[src/rtl/cube_move_sequencer.sv]
// Rubik's cube move sequencer: scramble, manual moves and undo driven through an
// external move engine, with a circular undo history and a saturating BCD move counter.
module cube_move_sequencer #(
  parameter int SCRAMBLE_LEN = 30,
  parameter int HIST_DEPTH   = 16,
  parameter int CNT_DIGITS   = 3
) (
  input  logic                    clk,
  input  logic                    rst,
  input  logic                    start_scramble,
  input  logic                    undo,
  input  logic                    man_valid,
  input  logic [2:0]              man_face,
  input  logic [1:0]              man_rot,
  input  logic [2:0]              rand_face,
  input  logic [1:0]              rand_rot,
  input  logic [161:0]            cube_next,
  output logic [161:0]            cube,
  output logic [2:0]              eng_face,
  output logic [2:0]              eng_rot,
  output logic [4*CNT_DIGITS-1:0] move_count,
  output logic [2:0]              state,
  output logic                    busy,
  output logic                    solved,
  output logic [6:0]              hist_count
);

  localparam int PW = (HIST_DEPTH > 1) ? $clog2(HIST_DEPTH) : 1;
  localparam int CW = 4 * CNT_DIGITS;

  typedef enum logic [2:0] {
    S_IDLE     = 3'd0,
    S_SCRAMBLE = 3'd1,
    S_MOVE     = 3'd2,
    S_UNDO     = 3'd3,
    S_VERIFY   = 3'd4,
    S_SOLVED   = 3'd5
  } state_t;

  state_t         state_q;
  logic [161:0]   cube_q;
  logic [CW-1:0]  cnt_q;
  logic [6:0]     hcnt_q;
  logic [PW-1:0]  head_q;
  logic [5:0]     scr_q;
  logic [2:0]     lface_q;
  logic [1:0]     lrot_q;
  logic [4:0]     hist_q [HIST_DEPTH];

  logic           rand_ok;
  logic           man_ok;
  logic [1:0]     rand_turns;
  logic [1:0]     man_turns;
  logic [4:0]     hist_top;

  function automatic logic [161:0] solved_cube();
    logic [161:0] c;
    c = '0;
    for (int i = 0; i < 54; i++) c[3*i +: 3] = 3'(i / 9);
    return c;
  endfunction

  // Decimal increment; an all-nines counter holds.
  function automatic logic [CW-1:0] bcd_inc(input logic [CW-1:0] v);
    logic [CW-1:0] r;
    logic          carry;
    logic          all9;
    all9 = 1'b1;
    for (int d = 0; d < CNT_DIGITS; d++)
      if (v[4*d +: 4] != 4'd9) all9 = 1'b0;
    r     = v;
    carry = !all9;
    for (int d = 0; d < CNT_DIGITS; d++) begin
      if (carry) begin
        if (v[4*d +: 4] == 4'd9) r[4*d +: 4] = 4'd0;
        else begin
          r[4*d +: 4] = v[4*d +: 4] + 4'd1;
          carry       = 1'b0;
        end
      end
    end
    return r;
  endfunction

  assign rand_ok  = (rand_face <= 3'd5) && (rand_rot != 2'd3);
  assign man_ok   = (man_face <= 3'd5) && (man_rot != 2'd0);
  assign hist_top = hist_q[head_q - PW'(1)];

  always_comb begin
    rand_turns = 2'd0;
    case (rand_rot)
      2'd0:    rand_turns = 2'd1;
      2'd1:    rand_turns = 2'd3;
      2'd2:    rand_turns = 2'd2;
      default: rand_turns = 2'd0;
    endcase
  end

  always_comb begin
    man_turns = 2'd0;
    case (man_rot)
      2'b01:   man_turns = 2'd1;
      2'b10:   man_turns = 2'd3;
      2'b11:   man_turns = 2'd2;
      default: man_turns = 2'd0;
    endcase
  end

  always_comb begin
    eng_face = 3'd0;
    eng_rot  = 3'd0;
    case (state_q)
      S_SCRAMBLE: begin eng_face = rand_face;     eng_rot = {1'b0, rand_turns};    end
      S_MOVE:     begin eng_face = lface_q;       eng_rot = {1'b0, lrot_q};        end
      S_UNDO:     begin eng_face = hist_top[4:2]; eng_rot = {1'b0, hist_top[1:0]}; end
      default:    begin eng_face = 3'd0;          eng_rot = 3'd0;                  end
    endcase
  end

  always_comb begin
    solved = 1'b1;
    for (int f = 0; f < 6; f++)
      for (int s = 0; s < 9; s++)
        if (cube_q[3*(9*f+s) +: 3] != cube_q[3*(9*f+4) +: 3]) solved = 1'b0;
  end

  always_ff @(posedge clk or posedge rst) begin
    if (rst) begin
      state_q <= S_IDLE;
      cube_q  <= solved_cube();
      cnt_q   <= '0;
      hcnt_q  <= '0;
      head_q  <= '0;
      scr_q   <= '0;
      lface_q <= '0;
      lrot_q  <= '0;
    end else begin
      case (state_q)
        S_IDLE, S_SOLVED: begin
          if (start_scramble) begin
            state_q <= S_SCRAMBLE;
            cnt_q   <= '0;
            hcnt_q  <= '0;
            scr_q   <= '0;
          end else if (undo && hcnt_q != 7'd0) begin
            state_q <= S_UNDO;
          end else if (man_valid && man_ok) begin
            lface_q <= man_face;
            lrot_q  <= man_turns;
            state_q <= S_MOVE;
          end
        end
        S_SCRAMBLE: begin
          if (rand_ok) begin
            cube_q <= cube_next;
            scr_q  <= scr_q + 6'd1;
            if (scr_q + 6'd1 == 6'(SCRAMBLE_LEN)) state_q <= S_IDLE;
          end
        end
        S_MOVE: begin
          cube_q  <= cube_next;
          head_q  <= head_q + PW'(1);
          if (hcnt_q != 7'(HIST_DEPTH)) hcnt_q <= hcnt_q + 7'd1;
          cnt_q   <= bcd_inc(cnt_q);
          state_q <= S_VERIFY;
        end
        S_UNDO: begin
          cube_q  <= cube_next;
          head_q  <= head_q - PW'(1);
          hcnt_q  <= hcnt_q - 7'd1;
          cnt_q   <= bcd_inc(cnt_q);
          state_q <= S_VERIFY;
        end
        S_VERIFY: state_q <= solved ? S_SOLVED : S_IDLE;
        default:  state_q <= S_IDLE;
      endcase
    end
  end

  // History stores the inverse quarter-turn count so undo can replay it directly.
  always_ff @(posedge clk) begin
    if (state_q == S_MOVE) hist_q[head_q] <= {lface_q, 2'(3'd4 - {1'b0, lrot_q})};
  end

  assign cube       = cube_q;
  assign move_count = cnt_q;
  assign state      = state_q;
  assign busy       = !(state_q == S_IDLE || state_q == S_SOLVED);
  assign hist_count = hcnt_q;

endmodule

[config.mk]
export PLATFORM = sky130hd
export DESIGN_NAME = cube_move_sequencer
export DESIGN_NICKNAME = d
export VERILOG_FILES = /design/src/rtl/cube_move_sequencer.sv
export SDC_FILE = /design/constraint.sdc
export NUM_CORES = 1
export LEC_CHECK = 0
export CAP_MARGIN = 15
export CORE_MARGIN = 1.5
export CORE_UTILIZATION = 40
export DETAILED_ROUTE_END_ITERATION = 8
export PLACE_DENSITY = 0.81
export SLEW_MARGIN = 20
export SYNTH_ARGS = -nofsm -noshare
export SYNTH_HDL_FRONTEND = slang
export SYNTH_SLANG_ARGS = --single-unit
[constraint.sdc]
create_clock -name clk -period 16.7 [get_ports clk]
set_input_delay 5.01 -clock clk [delete_from_list [all_inputs] [get_ports clk]]
set_output_delay 5.01 -clock clk [all_outputs]
set_load 0.02 [all_outputs]
### Yosys cells after proc, flatten, opt, wreduce, memory -nomap -nowiden

Memory sizes are Yosys's and may differ from the RTL's.
Cells that the tools add are included.
W data, S select, Z words.

| word-level totals | value |
|---|---|
| register bits | 199 |
| RAM bits | 80 |
| memories kept | 1 |

Memory list:

| name | depth | bits a word | read ports | clocked after Yosys merged registers in | write ports | RTL line | RTL |
|---|---|---|---|---|---|---|---|
| hist_q | 16 | 5 | 1 | 0 | 1 | 48 | `logic [4:0] hist_q [HIST_DEPTH];` |

| operators by class | value |
|---|---|
| $add $sub $neg | 9 |
| order comparisons | 2 |
| equality and inequality tests | 78 |
| mux-type cells | 97 |
| bitwise operators | 2 |
| reductions and logical operators | 26 |

Operators by type and width:

| operator | number |
|---|---|
| $pmux W162 S2 | 1 |
| $mux W162 | 1 |
| $ne A3 B3 Y1 | 48 |
| $mux W1 | 66 |
| $mux W4 | 9 |
| $pmux W12 S3 | 1 |
| $ne A2 B2 Y1 const B | 11 |
| $pmux W7 S3 | 1 |
| $mux W3 | 6 |
| $pmux W2 S3 | 3 |
| $add A4 B1 Y4 const B | 4 |
| $ne A4 B4 Y1 const B | 4 |
| $reduce_and A4 Y1 | 4 |
| $mux W7 | 2 |
| $eq A4 B4 Y1 const B | 3 |
| $mux W12 | 1 |
| $mux W6 | 2 |
| $pmux W3 S4 | 1 |
| $pmux W6 S2 | 1 |
| $pmux W3 S3 | 1 |
| $reduce_and A3 Y1 | 3 |
| $pmux W4 S2 | 1 |
| $reduce_bool A2 Y1 | 4 |
| $add A7 B1 Y7 const B | 1 |
| other kinds (22) | 35 |

### Longest topological paths before layout

Gate-level depths: netlist of run 1.

| depth | value |
|---|---|
| depth in word-level cells | 51 |
| gate-level depth with buffers | 13 |
| gate-level depth less buffers | 10 |

### Least setup slack after synthesis of run 1

No wires, ideal clock.

| timing path | value |
|---|---|
| path type | input -> output |
| start point | input port rand_rot[1] |
| end point | output port eng_rot[1] |
| data arrival time | 5974 ps |
| path slack | 5716 ps |
| stages on the path | 4 |
| cell sequence | inv_1 ha_1 a21oi_1 a311oi_1 |

| between the ends | value |
|---|---|
| longest elaborated chain between the ends | 3 |
| elaborated cells between the ends (all ways) | 5 |
| classes of those cells | 2 x eq/ne; 2 x mux; 1 x reduce/logical |

Ends and longest elaborated chain:

| what | RTL line | RTL |
|---|---|---|
| start: declaration | 16 | `input logic [1:0] rand_rot,` |
| $eq A2 B2 Y1, or another cell as far along | 91 | `case (rand_rot)` |
| $pmux W2 S3 (*) | 91 |  |
| $pmux W2 S3 (*) | 112 | `case (state_q)` |
| end: declaration | 20 | `output logic [2:0] eng_rot,` |

Every way passes the cells marked *; elsewhere a longest branch is shown, timed or not.

### Final worst setup path of run 1

| timing path | value |
|---|---|
| start point | input port rand_rot[0] |
| end point | output port eng_rot[0] |

The elaborated chain is that of the path after synthesis.

==> results of run 1 <==
==> cells by family after synthesis <==
family | synth area share
muxes | 0.195
DFF | 0.581
other | 0.000292
buffers and inverters | 0.0220
xor gates and xnor gates | 0.0273
AOI/OAI and AO/OA | 0.0699
and+or+nand+nor | 0.0857
adders and majority gates | 0.0191
==> stage by stage <==
stage,setup slack (ps),hold WS (ps),cell area [um2],cells
2_1_floorplan,5720,491,12800,933
4_1_cts,4740,532,17900,1717
5_1_grt,4680,559,17900,1721
3_5_place_dp,4850,532,16900,1661
6_report,4760,533,17900,1721
3_3_place_gp,4880,507,16900,1661
==> worst max path at each step <==
stage                            from    endpoint  slack (ps)
final                     rand_rot[0]  eng_rot[0]        4760
after global routing      rand_rot[0]  eng_rot[0]        4680
after CTS                 rand_rot[0]  eng_rot[0]        4740
after detailed placement  rand_rot[0]  eng_rot[1]        4850
after global placement    rand_rot[0]  eng_rot[1]        4880
after floorplan           rand_rot[1]  eng_rot[1]        5720
==> final cells by class <==
type | instances | area, um2 | share of cell area
clock inverter | 11 | 109 | 0.00608
multi-input combinational | 588 | 5120 | 0.286
sequential | 279 | 7460 | 0.417
timing repair buffer | 373 | 3730 | 0.208
antenna | 4 | 10.0 | 0.000559
clock buffer | 45 | 898 | 0.0502
tap | 402 | 503 | 0.0281
inverter | 19 | 78.8 | 0.00440
==> power groups by stage <==
| stage | combinational, uW | sequential, uW | clock (uW) |
|---|---|---|---|
| 2_1_floorplan | 836 | 1510 | 0 |
| 3_3_place_gp | 1770 | 1360 | 0 |
| 3_5_place_dp | 1790 | 1370 | 0 |
| 4_1_cts | 1810 | 1370 | 689 |
| 5_1_grt | 1900 | 1410 | 716 |
| 6_report | 1790 | 1370 | 675 |
==> routing by layer <==
metal,global-route usage,share of wire
met3,0.0651,0.072
met4,0.0628,0.020
met1,0.259,0.37
met2,0.421,0.54
met5,0,0
==> sequential cells by signal, summed over array words and instances, names as in the netlist <==
| name | cells |
|---|---|
| cube | 162 |
| hist_q | 80 |
| move_count | 12 |
| hist_count | 7 |
| scr_q | 6 |
| head_q | 4 |
| lface_q | 3 |
| state | 3 |
| lrot_q | 2 |
==> layout by cell type (no fill, tap or decap), types with 22 or more instances in the layout <==
cell,instances
o21ai_0,31
nand2_1,45
mux4_2,24
clkdlybuf4s50_1,367
dfrtp_1,136
mux2_2,167
edfxtp_1,80
clkbuf_16,31
nor3_1,22
dfstp_2,63
==> worst max-delay path, stage by stage <==
cell and delay, ps:
clkdlybuf4s50_1 460, ha_1 260, o31ai_1 290, nand2_1 100, a31oi_1 170, clkdlybuf4s50_1 630
==> impl_metrics.yaml, run 1 <==
sta:
  max_freq_mhz: 83.8
  period_share: 0.715
  skew_ps: 8.72
  tightestPinTransition_ps: 1030
  drv_slew: 0
  tns_ps: 0
  period_minus_slack_ps: 11940
  hold_viol_final: 0
  rsz0062_at_grt: "false"
  slew_headroom: 0.308
  final-setup-viol-count: 0
yosys:
  synth_edf_count: 80
  synth_top_area_frac: 0.265
  ys_async_sr_fraction: 0.713
  synth-seq-area-share: 0.581
  ys.flop_type: "dfrtp_1"
  synth_cell_types: 66
  synth.largest_area_cell: "dfrtp_1"
  synth.avg_cell_area_um2: 13.8
  synthTopCellsByCount: "mux2_2, dfrtp_1, edfxtp_1, dfstp_2, nand2_1"
  synth_area_leaders: "dfrtp_1, edfxtp_1, mux2_2"
  ys_warn_count: 0
  synthCells: 933
  ys_ff_latch: 279
  synth_fp_nets: 1129
  synth_area_um2: 12800
  synth_most_common_cell: "mux2_2"
routing:
  drt-total-wl_um: 38500
  vias: 9323
  drt_first_pass_iters: 4
  wire_per_inst_um: 22.4
  avgViaCountPerCell: 5.42
  drtIter0Drc: 549
  antenna_left: 0
  drc: 0
finish:
  fin_util: 0.568
  areaGrowthSynthToFinish_pct: 39.4
  drive_gt1_frac: 0.245
  nNetsFinal: 1487
  fillCellCount: 2543
placement:
  io_buffers: 367
  dp_hpwl_um: 27800
  place.gp.congestion: 0.806
worst_setup_path:
  worstPathRequired_ps: 11690
  cp-start-kind: "primary input"
  worstPathArrival_ps: 6930
  ff2ff_path_depth: 10
  cp_max_fo: 3
  r2r-start: "state[2]$_DFFE_PP0P_"
  critPathKind: "in2out"
  timing.rr.end: "hist_count[6]$_DFFE_PP0P_"
  rrSetupSlack_ps: 13630
  end_kind: "primary output"
power_and_ir_drop:
  irDropWorstVdd_uv: 157
  leakage_uw: 0.00681
  power.density_nw_per_um2: 214
  p_seq_frac: 0.357
  pwr-share-clk: 0.176
  internal-power_uw: 2350
  p_sw_uw: 1480
  swShare: 0.387
  combPwrFrac: 0.467
  power_uw: 3830
cts:
  cts_root_buffer: "clkbuf_16"
  cts_tree: "yes"
  clockBufferDepth: 3
  clock_sink_count: 279
  post-cts-setup-buffer-count: 0
  ctsHtreeMaxLevel: 1
  cts_buffers: 30
  clk_pin_slew_ps: 60
  cts_resized: 0
  clock_latency_ps: 550
  ctsHoldBuffers: 0
floorplan:
  placementRows: 65
  start_util: 0.407
  coreArea_um2: 31600
  ios: 369
  dieArea_um2: 33200
  die_h_um: 182
  die_w_um: 182
global_route:
  grt_pass1_wl_um: 57800
  overflow: 0
  grt_max_degree: 162
  antenna_found_initial: 4
  track_usage: 0.229
  grt_pass1_vias: 9615
min_path:
  hp-class: "reg2reg"
  hp-start: "cube[51]$_DFFE_PP1P_"
  min_delay_worst_endpoint: "cube[51]$_DFFE_PP1P_"
  min_path_cells: 2
run:
  cap_viol_max_count: 0
status:
  status: "finished, final reports clean"
(Power assumes the default switching activity.)
==> run 2: changes to the inputs <==
Settings changed: PLACE_DENSITY 0.81 to 0.84.
Clock period 16.7 ns to 10.39 ns, I/O delays scaled along.
==> impl_metrics.yaml, run 2 (same netlist as run 1, synthesis figures left out) <==
finish:
  areaGrowthSynthToFinish_pct: 39.9
  final_cells: 1725
  final_cell_mix: "clkdlybuf4s50_1, mux2_2, dfrtp_1"
  nNetsFinal: 1487
  largest_reg_flops: 162
  layout_commonest_cell: "clkdlybuf4s50_1"
  drive_gt1_frac: 0.244
worst_setup_path:
  end_kind: "primary output"
  critPathMaxStageDelay_ps: 620
  cp-start-kind: "primary input"
  cp_cell_sequence: "clkdlybuf4s50_1 -> ha_1 -> o31ai_1 -> nand2_1 -> a31oi_1 -> clkdlybuf4s50_1"
  worstPathArrival_ps: 4960
  worstPathRequired_ps: 7270
  cp_max_fo: 3
  ff2ff_path_depth: 10
  crit_slowest_cell: "clkdlybuf4s50_1"
  critPathKind: "in2out"
  critical_path.most_common_cell: "clkdlybuf4s50_1"
routing:
  drt_first_pass_iters: 5
  vias: 9413
  drc: 0
  drtIter0Drc: 677
  drt-total-wl_um: 38600
  avgViaCountPerCell: 5.46
  antenna_left: 0
  wire_per_inst_um: 22.4
placement:
  place_inst: 1661
  dp_hpwl_um: 28100
  place.gp.congestion: 0.839
  pre_cts_ws_ps: 2330
  io_buffers: 367
status:
  status: "finished, final reports clean"
global_route:
  overflow: 0
  grt_pass1_wl_um: 58900
  track_usage: 0.230
  antenna_found_initial: 8
  grt_max_degree: 148
  grt_pass1_vias: 9926
sta:
  tns_ps: 0
  skew_ps: 9.35
  fin_worst_hold_slack_ps: 532
  worst_slack_ps: 2310
  rsz0062_at_grt: "false"
  hold_viol_final: 0
  period_minus_slack_ps: 8080
  max_freq_mhz: 124
  drv_slew: 0
  final-setup-viol-count: 0
  tightestPinTransition_ps: 1010
  slew_headroom: 0.319
  period_share: 0.778
cts:
  clock_latency_ps: 550
  clock_sink_count: 279
  cts_resized: 0
  clockBufferDepth: 3
  ctsHtreeMaxLevel: 1
  cts_root_buffer: "clkbuf_16"
  cts_tree: "yes"
  post-cts-setup-buffer-count: 0
  ctsHoldBuffers: 0
  clk_pin_slew_ps: 60
  cts_buffers: 30
min_path:
  min_path_cells: 2
  hp-class: "reg2reg"
run:
  cap_viol_max_count: 0
power_and_ir_drop:
  irDropWorstVdd_uv: 246
  power.density_nw_per_um2: 346
  leakage_uw: 0.00682
floorplan:
  coreArea_um2: 31600
  dieArea_um2: 33200
  die_h_um: 182
  die_w_um: 182
  ios: 369
  start_util: 0.407
  placementRows: 65
run 2: cell types whose count changed in the layout (fill, tap and decap cells not counted), sizes merged:
cell and change:
diode +4, clkbuf -5, clkinv +2, bufinv +2, inv +1
run 2: layer usage:
layer  GRT usage  wire length (um)  part of all wire  up-vias
met5           0                 0                 0        -
met4      0.0952              1470             0.038        0
met3      0.0615              2970             0.077       79
met2       0.414             20000              0.52      375
met1       0.259             14200              0.37     4715
li1            -                 -                 -     4244
run 2: worst paths after layout:
kind                                       from  slack [ps]                         to
min reg2reg                cube[51]$_DFFE_PP1P_         530       cube[51]$_DFFE_PP1P_
max in group asynchronous                   rst        5970       cube[12]$_DFFE_PP0P_
max                                 rand_rot[0]        2310                 eng_rot[0]
min                        cube[51]$_DFFE_PP1P_         530       cube[51]$_DFFE_PP1P_
min in group asynchronous                   rst        3180      cube[142]$_DFFE_PP0P_
max reg2reg                state[2]$_DFFE_PP0P_        7240  hist_count[6]$_DFFE_PP0P_
run 2: cell type report:
cell class,instances,area (um2)
inverter,19,78.8
fill,2484,13600
antenna,8,20.0
multi-input combinational,588,5120
tap,402,503
timing repair buffer,373,3730
clock buffer,40,865
clock inverter,16,186
sequential,279,7460
run 2: power by group:
group | switching (uW) | internal [uW] | leakage [uW]
combinational | 1400 | 1470 | 0.00328
clock | 445 | 682 | 0.000510
sequential | 550 | 1660 | 0.00303
total | 2400 | 3810 | 0.00682
run 2: worst max-delay path: cells and delay by family:
kind / cells / cell delay (ps)
and+or+nand+nor: 1 / 90
AOI/OAI and AO/OA: 2 / 410
buffers and inverters: 2 / 1070
adders and majority gates: 1 / 260
run 2: stage by stage:
step                      total power [uW]   util  cell area (um2)
after CTS                             6250  0.569            17900
final                                 6210  0.569            18000
after detailed placement              5080  0.535            16900
after global placement                5010  0.535            16900
after global routing                  6520  0.569            18000
after floorplan                       3780      -            12800
==> run 3: changes to the inputs <==
Clock period 10.39 ns to 6.7 ns, I/O delays scaled along.
==> impl_metrics.yaml, run 3 (same netlist as run 1, synthesis figures left out) <==
cts:
  cts_root_buffer: "clkbuf_16"
  clock_latency_ps: 570
  clk_pin_slew_ps: 60
  clock_sink_count: 279
  clockBufferDepth: 3
  cts_resized: 0
  cts_buffers: 31
  post-cts-setup-buffer-count: 0
  ctsHtreeMaxLevel: 1
  cts_tree: "yes"
  ctsHoldBuffers: 0
power_and_ir_drop:
  leakage_uw: 0.00683
  swShare: 0.386
  irDropWorstVdd_uv: 376
  internal-power_uw: 5910
  p_seq_frac: 0.356
  p_sw_uw: 3730
  power.density_nw_per_um2: 536
  pwr-share-clk: 0.180
  combPwrFrac: 0.464
sta:
  period_share: 0.869
  final-setup-viol-count: 0
  drv_slew: 0
  max_freq_mhz: 172
  slew_headroom: 0.251
  rsz0062_at_grt: "false"
  tns_ps: 0
  period_minus_slack_ps: 5820
  tightestPinTransition_ps: 1120
  hold_viol_final: 0
  skew_ps: 20.7
routing:
  wire_per_inst_um: 22.5
  avgViaCountPerCell: 5.47
  drt_first_pass_iters: 5
  vias: 9487
  drtIter0Drc: 647
  antenna_left: 0
  drc: 0
  drt-total-wl_um: 39000
global_route:
  overflow: 0
  track_usage: 0.232
  grt_pass1_vias: 9955
  grt_pass1_wl_um: 59000
  grt_max_degree: 161
  antenna_found_initial: 12
finish:
  largest_reg_flops: 162
  layout_commonest_cell: "clkdlybuf4s50_1"
  final_cell_mix: "clkdlybuf4s50_1, mux2_2, dfrtp_1"
  design_area_um2: 18000
  fillCellCount: 2457
  areaGrowthSynthToFinish_pct: 40.0
  drive_gt1_frac: 0.243
  nNetsFinal: 1491
placement:
  dp_hpwl_um: 28300
  place.gp.congestion: 0.863
  io_buffers: 367
  place_area_um2: 16900
worst_setup_path:
  critical_path.most_common_cell: "clkdlybuf4s50_1"
  worstPathRequired_ps: 4690
  end_kind: "primary output"
  cp-start-kind: "primary input"
  crit_slowest_cell: "clkdlybuf4s50_1"
  critPathMaxStageDelay_ps: 650
  cp_cell_sequence: "clkdlybuf4s50_1 -> inv_1 -> ha_1 -> a21oi_1 -> a311oi_1 -> clkdlybuf4s50_1"
  rrSetupSlack_ps: 3570
  critPathKind: "in2out"
  cp_max_fo: 3
  worstPathArrival_ps: 3810
status:
  status: "finished, final reports clean"
floorplan:
  start_util: 0.407
  die_w_um: 182
  die_h_um: 182
  ios: 369
  dieArea_um2: 33200
  coreArea_um2: 31600
  placementRows: 65
run:
  cap_viol_max_count: 0
min_path:
  hp-class: "reg2reg"
run 3: cell types whose count changed in the layout (fill, tap and decap cells not counted), sizes merged:
cell and delta:
buf +3, clkbuf +5, clkinv -2, clkinvlp -1, diode +4
run 3: per-layer routing:
metal | up-vias | GRT usage | wire length [um]
li1 | 4258 | - | -
met1 | 4783 | 0.260 | 14400
met2 | 374 | 0.414 | 20400
met3 | 72 | 0.0633 | 2800
met4 | 0 | 0.0952 | 1360
met5 | - | 0 | 0
run 3: worst paths after layout:
path	end	depth (start not counted)	from
min	move_count[10]$_DFFE_PP0P_	1	move_count[10]$_DFFE_PP0P_
max reg2reg	hist_count[6]$_DFFE_PP0P_	10	state[2]$_DFFE_PP0P_
max in group asynchronous	cube[84]$_DFFE_PP1P_	3	rst
min in group asynchronous	cube[148]$_DFFE_PP0P_	2	rst
min reg2reg	move_count[10]$_DFFE_PP0P_	1	move_count[10]$_DFFE_PP0P_
max	eng_rot[1]	6	rand_rot[0]
run 3: critical path, delay by kind of cell:
kind / cells / cell delay, ps
AO/OA/AOI/OAI: 2 / 320
buffers and inverters: 3 / 1220
adder cells (fa/ha/maj): 1 / 270
run 3: cell type report:
class / count / area [um2] / area share
Sequential cell: 279 / 7460 / 0.415
Multi-Input combinational cell: 588 / 5120 / 0.285
Timing Repair Buffer: 376 / 3770 / 0.209
Clock buffer: 45 / 858 / 0.0477
Tap cell: 402 / 503 / 0.0280
Clock inverter: 13 / 171 / 0.00953
Inverter: 19 / 75.1 / 0.00417
Antenna cell: 12 / 30.0 / 0.00167
run 3: power by group through the flow:
| stage | Combinational (uW) | Clock, uW | Sequential (uW) |
|---|---|---|---|
| 2_1_floorplan | 2090 | 0 | 3780 |
| 3_3_place_gp | 4400 | 0 | 3390 |
| 3_5_place_dp | 4450 | 0 | 3430 |
| 4_1_cts | 4500 | 1770 | 3420 |
| 5_1_grt | 4730 | 1840 | 3540 |
| 6_report | 4470 | 1730 | 3430 |
run 3: through the flow:
stage	setup WS, ps	instances	power [uW]	hold slack [ps]	utilization
floorplan	1720	933	5860	491	-
global placement	877	1664	7790	507	0.536
detailed placement	874	1664	7880	517	0.536
CTS	876	1722	9690	535	0.569
global route	719	1734	10100	551	0.570
finish	876	1734	9640	528	0.570
